`config.mk`:
```
export PLATFORM = sky130hd
export DESIGN_NAME = rf_level_ctrl_flat
export DESIGN_NICKNAME = d
export VERILOG_FILES = /design/src/rtl/rf_level_ctrl_pkg.sv /design/src/rtl/rf_level_ctrl_if.sv /design/src/rtl/rf_level_ctrl_lifo.sv /design/src/rtl/rf_level_ctrl.sv /design/src/flat_wrapper.sv
export SDC_FILE = /design/constraint.sdc
export NUM_CORES = 1
export LEC_CHECK = 0
export ABC_AREA = 1
export BUFFER_PORTS_ARGS = -buffer_cell sky130_fd_sc_hd__clkbuf_2
export CORE_AREA = 2 2 55 83
export DETAILED_ROUTE_END_ITERATION = 8
export DIE_AREA = 0 0 57 85
export MAX_ROUTING_LAYER = met4
export PLACE_DENSITY = 0.71
export SKIP_LAST_GASP = 1
export SLEW_MARGIN = 20
export SYNTH_ARGS = -nofsm -noshare
export SYNTH_HDL_FRONTEND = slang
export SYNTH_HIERARCHICAL = 1
export SYNTH_SLANG_ARGS = --single-unit
```
`constraint.sdc`:
```
create_clock -name clk -period 2.5 [get_ports clk]
set_clock_uncertainty 0.15 [all_clocks]
set_input_delay 0.375 -clock clk [delete_from_list [all_inputs] [get_ports clk]]
set_output_delay 0.375 -clock clk [all_outputs]
set_load 0.03 [all_outputs]
```
`src/rtl/rf_level_ctrl_pkg.sv`:
```
// Shared definitions for the banked register-file level controller.
//   NumLevels   : default number of priority levels / register banks
//   LevelsWidth : width of a level number
//   LevelT      : level number type
//   DataWidth   : default width of the jump-target bus
//   Marker      : return-marker address (all ones)
//   state_e     : controller FSM states
package rf_stack_pkg;

  localparam int NumLevels   = 8;
  localparam int LevelsWidth = $clog2(NumLevels);
  localparam int DataWidth   = 32;

  typedef logic [LevelsWidth-1:0] LevelT;

  localparam logic [DataWidth-1:0] Marker = '1;

  typedef enum logic {
    RUN   = 1'b0,
    ENTER = 1'b1
  } state_e;

endpackage

```
`src/rtl/rf_level_ctrl_if.sv`:
```
// Bundle of signals between the interrupt arbiter, the core and the
// register-file level controller.
//   irqValid/irqLevel/irqAck : interrupt request handshake (arbiter side)
//   jumpValid/jumpTarget     : committed jump from the core
//   level/writeRaEn          : register-file bank select and marker strobe
//   stall/depth/retErr       : core hold, stacked-level count, sticky error
// Modports: master = the controller, slave = its environment.
interface rf_level_ctrl_if #(
  parameter int NumLevels = 8,
  parameter int DataWidth = 32
);
  localparam int LevelW = $clog2(NumLevels);

  logic                 irqValid;
  logic [LevelW-1:0]    irqLevel;
  logic                 irqAck;
  logic                 jumpValid;
  logic [DataWidth-1:0] jumpTarget;
  logic [LevelW-1:0]    level;
  logic                 writeRaEn;
  logic                 stall;
  logic [LevelW:0]      depth;
  logic                 retErr;

  modport master (
    input  irqValid, irqLevel, jumpValid, jumpTarget,
    output irqAck, level, writeRaEn, stall, depth, retErr
  );

  modport slave (
    output irqValid, irqLevel, jumpValid, jumpTarget,
    input  irqAck, level, writeRaEn, stall, depth, retErr
  );

endinterface

```
`src/rtl/rf_level_ctrl_lifo.sv`:
```
// level_lifo: stack of preempted priority levels.
//   clk, reset : clock, synchronous active-high reset (clears count only)
//   push, din  : push din onto the stack (ignored when full)
//   pop        : discard the top entry (ignored when empty)
//   top        : current top entry (zero when empty)
//   count      : number of stored entries
//   full/empty : stack status
// Push and pop in the same cycle is illegal.
module level_lifo #(
  parameter int Depth  = 7,
  parameter int Width  = 3,
  localparam int CountW = $clog2(Depth + 1)
) (
  input  logic              clk,
  input  logic              reset,
  input  logic              push,
  input  logic              pop,
  input  logic [Width-1:0]  din,
  output logic [Width-1:0]  top,
  output logic [CountW-1:0] count,
  output logic              full,
  output logic              empty
);

  logic [Width-1:0]  mem [Depth];
  logic [CountW-1:0] cnt;

  assign full  = (cnt == CountW'(Depth));
  assign empty = (cnt == '0);
  assign count = cnt;
  assign top   = empty ? '0 : mem[cnt - CountW'(1)];

  // NOTE: sequential state is updated with non-blocking assignments so
  // every register samples the pre-edge values regardless of block order.
  always_ff @(posedge clk) begin
    if (reset) begin
      cnt <= '0;
    end else if (push && !full) begin
      cnt <= cnt + CountW'(1);
    end else if (pop && !empty) begin
      cnt <= cnt - CountW'(1);
    end
  end

  // NOTE: the storage array is deliberately not reset; entries above count
  // are never read, so clearing them would only add reset fan-out.
  always_ff @(posedge clk) begin
    if (push && !full) begin
      mem[cnt] <= din;
    end
  end

  a_no_push_pop: assert property (@(posedge clk) disable iff (reset)
    !(push && pop));

endmodule

```
`src/rtl/rf_level_ctrl.sv`:
```
// rf_level_ctrl: drives the level/writeRaEn inputs of the banked register
// file, tracks the active interrupt priority level and stacks preempted
// levels. An accepted interrupt switches banks and spends one ENTER cycle
// (stall) while the register file writes the return marker into ra; a jump
// to the marker address restores the preempted level.
//   clk   : clock
//   reset : synchronous, active-high reset
//   bus   : rf_level_ctrl_if.master (irq handshake, jump, level outputs)
// Optional feature: define RF_LEVEL_TAIL_CHAIN_EN to let a pending higher
// interrupt replace a return directly (tail chaining) instead of popping.
module rf_level_ctrl
  import rf_stack_pkg::*;
#(
  parameter int NumLevels = 8,
  parameter int DataWidth = 32
) (
  input  logic clk,
  input  logic reset,
  rf_level_ctrl_if.master bus
);

  localparam int LevelW = $clog2(NumLevels);

  state_e            state_q, state_d;
  logic [LevelW-1:0] level_q, level_d;
  logic              ret_err_q, ret_err_d;

  logic              push, pop;
  logic [LevelW-1:0] stack_top;
  logic [LevelW-1:0] stack_count;
  logic              stack_full, stack_empty;

  logic              is_return;
  logic              irq_ack;
  logic              write_ra_en;
  logic              stall;

  level_lifo #(
    .Depth (NumLevels - 1),
    .Width (LevelW)
  ) u_lifo (
    .clk   (clk),
    .reset (reset),
    .push  (push),
    .pop   (pop),
    .din   (level_q),
    .top   (stack_top),
    .count (stack_count),
    .full  (stack_full),
    .empty (stack_empty)
  );

  assign is_return = bus.jumpValid && (bus.jumpTarget == {DataWidth{1'b1}});

  // NOTE: every signal written here gets a default first, so no path through
  // the case/if tree can leave one unassigned and infer a latch.
  always_comb begin
    state_d     = state_q;
    level_d     = level_q;
    ret_err_d   = ret_err_q;
    push        = 1'b0;
    pop         = 1'b0;
    irq_ack     = 1'b0;
    write_ra_en = 1'b0;
    stall       = 1'b0;

    unique case (state_q)
      RUN: begin
        if (is_return) begin
          if (!stack_empty) begin
`ifdef RF_LEVEL_TAIL_CHAIN_EN
            // Tail chain: the interrupt takes over the returning frame, so
            // the stacked level stays where it is.
            if (bus.irqValid && (bus.irqLevel > stack_top)) begin
              level_d = bus.irqLevel;
              irq_ack = 1'b1;
              state_d = ENTER;
            end else begin
              pop     = 1'b1;
              level_d = stack_top;
            end
`else
            pop     = 1'b1;
            level_d = stack_top;
`endif
          end else begin
            ret_err_d = 1'b1;
          end
        end else if (bus.irqValid && (bus.irqLevel > level_q) && !stack_full) begin
          // Return has priority above; a pending irq is re-evaluated next
          // cycle against the restored level.
          push    = 1'b1;
          level_d = bus.irqLevel;
          irq_ack = 1'b1;
          state_d = ENTER;
        end
      end
      ENTER: begin
        // level already holds the new bank; the register file writes the
        // marker into ra of that bank during this cycle.
        write_ra_en = 1'b1;
        stall       = 1'b1;
        state_d     = RUN;
      end
      default: state_d = RUN;
    endcase
  end

  always_ff @(posedge clk) begin
    if (reset) begin
      state_q   <= RUN;
      level_q   <= '0;
      ret_err_q <= 1'b0;
    end else begin
      state_q   <= state_d;
      level_q   <= level_d;
      ret_err_q <= ret_err_d;
    end
  end

  assign bus.irqAck    = irq_ack && !reset;
  assign bus.writeRaEn = write_ra_en;
  assign bus.stall     = stall;
  assign bus.level     = level_q;
  assign bus.depth     = (LevelW + 1)'(stack_count);
  assign bus.retErr    = ret_err_q;

  a_no_jump_in_enter: assert property (@(posedge clk) disable iff (reset)
    (state_q == ENTER) |-> !bus.jumpValid);

endmodule

```
`src/flat_wrapper.sv`:
```
// flat-port wrapper written by rule: the top's interface ports become plain ports
module rf_level_ctrl_flat import rf_stack_pkg::*;
#(
  parameter int NumLevels = 8,
  parameter int DataWidth = 32
)
  (clk, reset, bus_irqValid, bus_irqLevel, bus_jumpValid, bus_jumpTarget, bus_irqAck, bus_level, bus_writeRaEn, bus_stall, bus_depth, bus_retErr);
  rf_level_ctrl_if #(.NumLevels(NumLevels), .DataWidth(DataWidth)) bus_i ();
  input  logic clk;
  input  logic reset;
  input wire logic [$bits(bus_i.irqValid)-1:0] bus_irqValid;
  input wire logic [$bits(bus_i.irqLevel)-1:0] bus_irqLevel;
  input wire logic [$bits(bus_i.jumpValid)-1:0] bus_jumpValid;
  input wire logic [$bits(bus_i.jumpTarget)-1:0] bus_jumpTarget;
  output wire logic [$bits(bus_i.irqAck)-1:0] bus_irqAck;
  output wire logic [$bits(bus_i.level)-1:0] bus_level;
  output wire logic [$bits(bus_i.writeRaEn)-1:0] bus_writeRaEn;
  output wire logic [$bits(bus_i.stall)-1:0] bus_stall;
  output wire logic [$bits(bus_i.depth)-1:0] bus_depth;
  output wire logic [$bits(bus_i.retErr)-1:0] bus_retErr;
  assign bus_i.irqValid = bus_irqValid;
  assign bus_i.irqLevel = bus_irqLevel;
  assign bus_i.jumpValid = bus_jumpValid;
  assign bus_i.jumpTarget = bus_jumpTarget;
  assign bus_irqAck = bus_i.irqAck;
  assign bus_level = bus_i.level;
  assign bus_writeRaEn = bus_i.writeRaEn;
  assign bus_stall = bus_i.stall;
  assign bus_depth = bus_i.depth;
  assign bus_retErr = bus_i.retErr;
  rf_level_ctrl #(.NumLevels(NumLevels), .DataWidth(DataWidth)) u_core (.clk(clk), .reset(reset), .bus(bus_i));
endmodule
```
## Yosys cells after proc, flatten, opt, wreduce, memory -nomap -nowiden

Memory sizes are Yosys's and may differ from the RTL's.
Index checks and enable logic that the tools add are counted.

| word-level totals | value |
|---|---|
| output and inout port bits | 11 |
| memories | 1 |
| bits in writable memories | 21 |
| bits of input ports | 39 |
| register bits | 8 |

Memories:

| memory | depth | bits a word | read ports | clocked after memory_dff | write ports | RTL line | source |
|---|---|---|---|---|---|---|---|
| u_core.u_lifo.mem | 7 | 3 | 1 | 0 | 1 | rf_level_ctrl_lifo.sv:25 | `logic [Width-1:0] mem [Depth];` |

| operators by class | value |
|---|---|
| reductions and logical operators | 14 |
| bitwise logic cells | 1 |
| muxes and demuxes | 15 |
| order comparisons | 1 |
| $add $sub $neg | 2 |
| equal/unequal tests | 3 |

Operators by type and width:

| cell | count |
|---|---|
| $eq A32 B32 Y1 const B | 1 |
| $mux W3 | 5 |
| $mux W1 | 9 |
| $logic_and A1 B1 Y1 | 6 |
| $reduce_and A3 Y1 | 2 |
| $reduce_bool A2 Y1 | 2 |
| $add A3 B1 Y3 const B | 1 |
| $eq A3 B3 Y1 const B | 1 |
| $gt A3 B3 Y1 | 1 |
| $logic_not A1 Y1 | 3 |
| $logic_not A3 Y1 | 1 |
| $sub A3 B1 Y3 const B | 1 |
| $ne A2 B2 Y1 const B | 1 |
| $pmux W1 S2 | 1 |
| $not A1 Y1 | 1 |

## Logic depth before layout (Yosys ltp)

| logic depth | value |
|---|---|
| depth after elaboration | 9 |
| depth in mapped cells | 13 |

## By module

Netlist, hierarchy kept.

Modules (own cells, without submodules):

| module | times used | cells each | area each (sq um) |
|---|---|---|---|
| level_lifo | 1 | 136 | 1221.2 |
| rf_level_ctrl | 1 | 107 | 593.1 |

## Worst setup path after synthesis

Ideal clock, no wire load.

| path | value |
|---|---|
| kind | register -> register |
| start point | register u_core.level_q[2] (netlist: u_core/bus.level[2]) |
| end point | memory u_core.u_lifo.mem[6][0] (enable) |
| cell stages (with the launch flop) | 12 |
| setup time | 0.345 ns |
| arrival time | 2.088 ns |
| buffers on the path | 0 |
| clock period less this slack | 2.583 ns |
| path slack | -0.083 ns |
| data required time | 2.005 ns |
| path through | dfxtp_1 -> inv_1 -> ha_1 -> nand3_1 -> nand4_1 -> a21oi_1 -> nand2_4 -> inv_1 -> inv_1 -> nor2_1 -> nand2_1 -> nor3_1 |

| on the way | value |
|---|---|
| longest elaborated chain between the ends | 9 |

RTL lines:

| element | RTL line | source |
|---|---|---|
| start: declaration | rf_level_ctrl.sv:25 | `logic [LevelW-1:0] level_q, level_d;` |
| start signal: assignment | rf_level_ctrl.sv:116 | `level_q <= level_d;` |
| $gt A3 B3 Y1 | rf_level_ctrl.sv:89 | `end else if (bus.irqValid && (bus.irqLevel > level_q) && !stack_full) begin` |
| $logic_and A1 B1 Y1 (2 in a row) | rf_level_ctrl.sv:89 |  |
| $mux W1 (3 in a row) | n/a |  |
| named net u_core.irq_ack | rf_level_ctrl.sv:34 | `logic irq_ack;` |
| $logic_and A1 B1 Y1 | rf_level_ctrl_lifo.sv:48 | `if (push && !full) begin` |
| $mux W1 | rf_level_ctrl_lifo.sv:48 |  |
| $mux W1 (not written as such) | rf_level_ctrl_lifo.sv:49 | `mem[cnt] <= din;` |
| end: declaration | rf_level_ctrl_lifo.sv:25 |  |

The timed path passes the listed nets, and every way through them passes these cells.

## Worst setup path after layout

| path | value |
|---|---|
| start point | register u_core.u_lifo.cnt[0] (netlist: u_core/u_lifo/count[0]) |
| end point | output bus_irqAck |

| on the way | value |
|---|---|
| longest elaborated chain between the ends | 7 |

RTL lines:

| element | RTL line | source |
|---|---|---|
| start: declaration | rf_level_ctrl_lifo.sv:26 | `logic [CountW-1:0] cnt;` |
| start signal: assignment | rf_level_ctrl_lifo.sv:39 | `cnt <= cnt + CountW'(1);` |
| start signal: assignment | rf_level_ctrl_lifo.sv:41 | `cnt <= cnt - CountW'(1);` |
| $eq A3 B3 Y1 | rf_level_ctrl_lifo.sv:28 | `assign full = (cnt == CountW'(Depth));` |
| named net u_core.stack_full | rf_level_ctrl.sv:31 | `logic stack_full, stack_empty;` |
| $logic_not A1 Y1 | rf_level_ctrl.sv:89 |  |
| $logic_and A1 B1 Y1 | rf_level_ctrl.sv:89 |  |
| $mux W1 | rf_level_ctrl.sv:89 |  |
| $mux W1 | rf_level_ctrl.sv:69 | `if (is_return) begin` |
| $mux W1 | rf_level_ctrl.sv:67 | `unique case (state_q)` |
| $logic_and A1 B1 Y1 | rf_level_ctrl.sv:121 | `assign bus.irqAck = irq_ack && !reset;` |
| end: declaration | flat_wrapper.sv:15 | `output wire logic [$bits(bus_i.irqAck)-1:0] bus_irqAck;` |

The timed path passes the listed nets, and every way through them passes these cells.

==> impl_metrics.py <==
metrics = {
    "critical_path": {
        "worst_setup_path_end_kind": "primary output",
        "crit_path_start_kind": "flip-flop",
        "required_ps": 1980,
        "arrival_ps": 1880,
        "path_class": "reg2out",
        "crit_fanout": 6,
    },
    "detailed_routing": {
        "vias_per_cell": 4.731,
        "routed_wl_mm": 4.146,
        "drt_iter0_markers": 38,
        "drc": 0,
        "dr.pass1.iters": 4,
        "wire_per_inst_um": 11.88,
        "detail-route-antenna-nets": 0,
        "num_vias": 1651,
    },
    "synthesis": {
        "synthArstFlopShare_pct": 0,
        "syn_area_sq_mm": 0.001814,
        "ys_seq_elements": 29,
        "synth_edf_count": 21,
        "seq_area_frac_synth_pct": 43.59,
        "synthDistinctLibCells": 23,
        "syn_avg_cell_area_sq_um": 7.466,
        "synthFlopType": "edfxtp_1",
        "syn_nets": 289,
        "synthCells": 243,
        "ys_warn_count": 6,
    },
    "cells_and_area": {
        "diodes": 0,
        "area.growth.synth_to_final_pct": 22.62,
        "post-route-util_pct": 53.78,
        "multi_input_area_sq_um": 852.1,
        "drive_gt1_share_pct": 29.04,
        "layout.nets": 348,
        "fillers": 425,
        "final_common_cell": "nand2_1",
        "fin_cells": 349,
        "seqCellArea_sq_um": 793.3,
        "final_cell_mix": "85 x nand2_1, 47 x clkbuf_2, 33 x nor2_1",
    },
    "grt": {
        "antenna_found_initial": 0,
        "grt_pass1_wl_mm": 7.058,
        "grtUsageTotal_pct": 20.01,
        "grt_overflow": 0,
        "grt_pass1_vias": 1648,
        "grt_max_degree": 14,
    },
    "clock_tree": {
        "cts_root_buffer": "clkbuf_8",
        "cts.sinks": 29,
        "clockBufferDepth": 2,
        "cts_hold_buf": 0,
        "cts_buffers": 5,
        "htree_levels": 2,
        "worstSkewPairLatency_ps": 290,
        "cts_tree": "built",
        "path_clk_slew_ps": 70,
    },
    "placed_design": {
        "port-buffer-count": 48,
        "placed_cells": 341,
        "dp_hpwl_mm": 3.345,
        "gp_congestion": 0.8550,
    },
    "die": {
        "io-pin-count": 50,
        "start_util_pct": 43.86,
        "chipWidth_um": 57,
        "dieHeight_um": 85,
        "dieArea_sq_mm": 0.004845,
        "rows": 29,
        "core_area_sq_mm": 0.004136,
    },
    "sta": {
        "hold_viol": 0,
        "tns_ps": 0,
        "setup_viol": 0,
        "slew_violations": 0,
        "fin_crit_sh_pct": 96.16,
        "period_minus_slack_ps": 2404,
        "rsz0062_at_grt": "false",
        "fmaxAchievable_mhz": 416.0,
    },
    "worst_hold_path": {
        "hp-class": "in2reg",
    },
    "power": {
        "power_leakage_nw": 1.119,
        "peakVddDrop_mv": 0.3319,
        "power_density_mw_per_mm2": 583.6,
    },
    "run_status": {
        "outcome": "finished clean",
    },
    "run": {
        "drv_cap": 0,
    },
}
## registers in the layout, summed over array words and instances (netlist names)
| register | flops |
|---|---|
| u_core/u_lifo/mem | 21 |
| u_core/bus.level | 3 |
| u_core/u_lifo/count | 3 |
| u_core/bus.retErr | 1 |
| u_core/state_q | 1 |
## per-stage QoR
stage          worst slack (ps)  area, sq um  hold slack, ps  total power [mW]
3_5_place_dp              15.11         2133           317.2            0.9351
5_1_grt                   5.397         2225           232.1             1.380
4_1_cts                   30.28         2216           225.4             1.304
2_1_floorplan             16.99         1817           286.7            0.8217
3_3_place_gp              101.6         2133           302.9            0.9287
6_report                  95.97         2225           233.1             1.298
## logic make-up (layout without fill, tap and decap cells)
group	Yosys count	in the layout	synth area share, %
and+or+nand+nor	159	159	39.52
buffers and inverters	40	100	9.930
DFF	29	29	43.59
adders and majority gates	7	7	4.827
AOI/OAI and AO/OA	7	7	1.931
other	1	1	0.2067
## timing repair
item | in CTS | in global routing
setup buffers | 0 | 0
setup endpoints to repair | 0 | 22
gates resized for setup | 0 | 3
## synthesized netlist by cell type (4+ instances only)
cell type  instances  area [sq um]
nand2_2            4         25.02
ha_1               7         87.58
nand4_1            6         37.54
inv_1             31         116.4
dfxtp_1            8         160.2
edfxtp_1          21         630.6
nand3_1           15         75.07
a21oi_1            6         30.03
nand2_4            4         45.04
nor2_2             6         37.54
nand2_1           85         319.1
nor2_1            33         123.9
## routing by layer
layer  vias up  track usage [%]  routed length, um
li1        878                -                  -
met5         -                -                  0
met4         0            9.514                 83
met3         7            2.744                181
met2        48            38.14               2401
met1       718            18.97               1480
## path summary, 6_finish.rpt
check,slack (ps),start,to,depth (start not counted)
max reg2reg,170,u_core/u_lifo/count[0],u_core/u_lifo/mem[2][1],11
max,100,u_core/u_lifo/count[0],bus_irqAck,9
min,230,reset,u_core/bus.level[1],2
min reg2reg,330,u_core/bus.retErr,u_core/bus.retErr,2
## cell type report
| class | instances | area share, % |
|---|---|---|
| clock buffers | 6 | 3.262 |
| clock inverters | 2 | 0.4499 |
| inverters | 35 | 5.906 |
| multi-input cells | 174 | 38.30 |
| flip-flops and latches | 29 | 35.66 |
| well taps | 46 | 2.587 |
| repair buffers | 57 | 13.84 |
## power breakdown
part	switching, mW	internal [mW]
logic	0.240	0.134
clock network	0.180	0.192
registers	0.00898	0.544
## worst max-delay path, stage by stage (launching register included)
cell and delay, ps:
dfxtp_1 310, ha_1 200, ha_1 220, inv_1 70
nand4_1 110, a21oi_2 180, nand2_4 60, buf_4 160
nor2_1 90, buf_2 200
(Power assumes the default switching activity.)
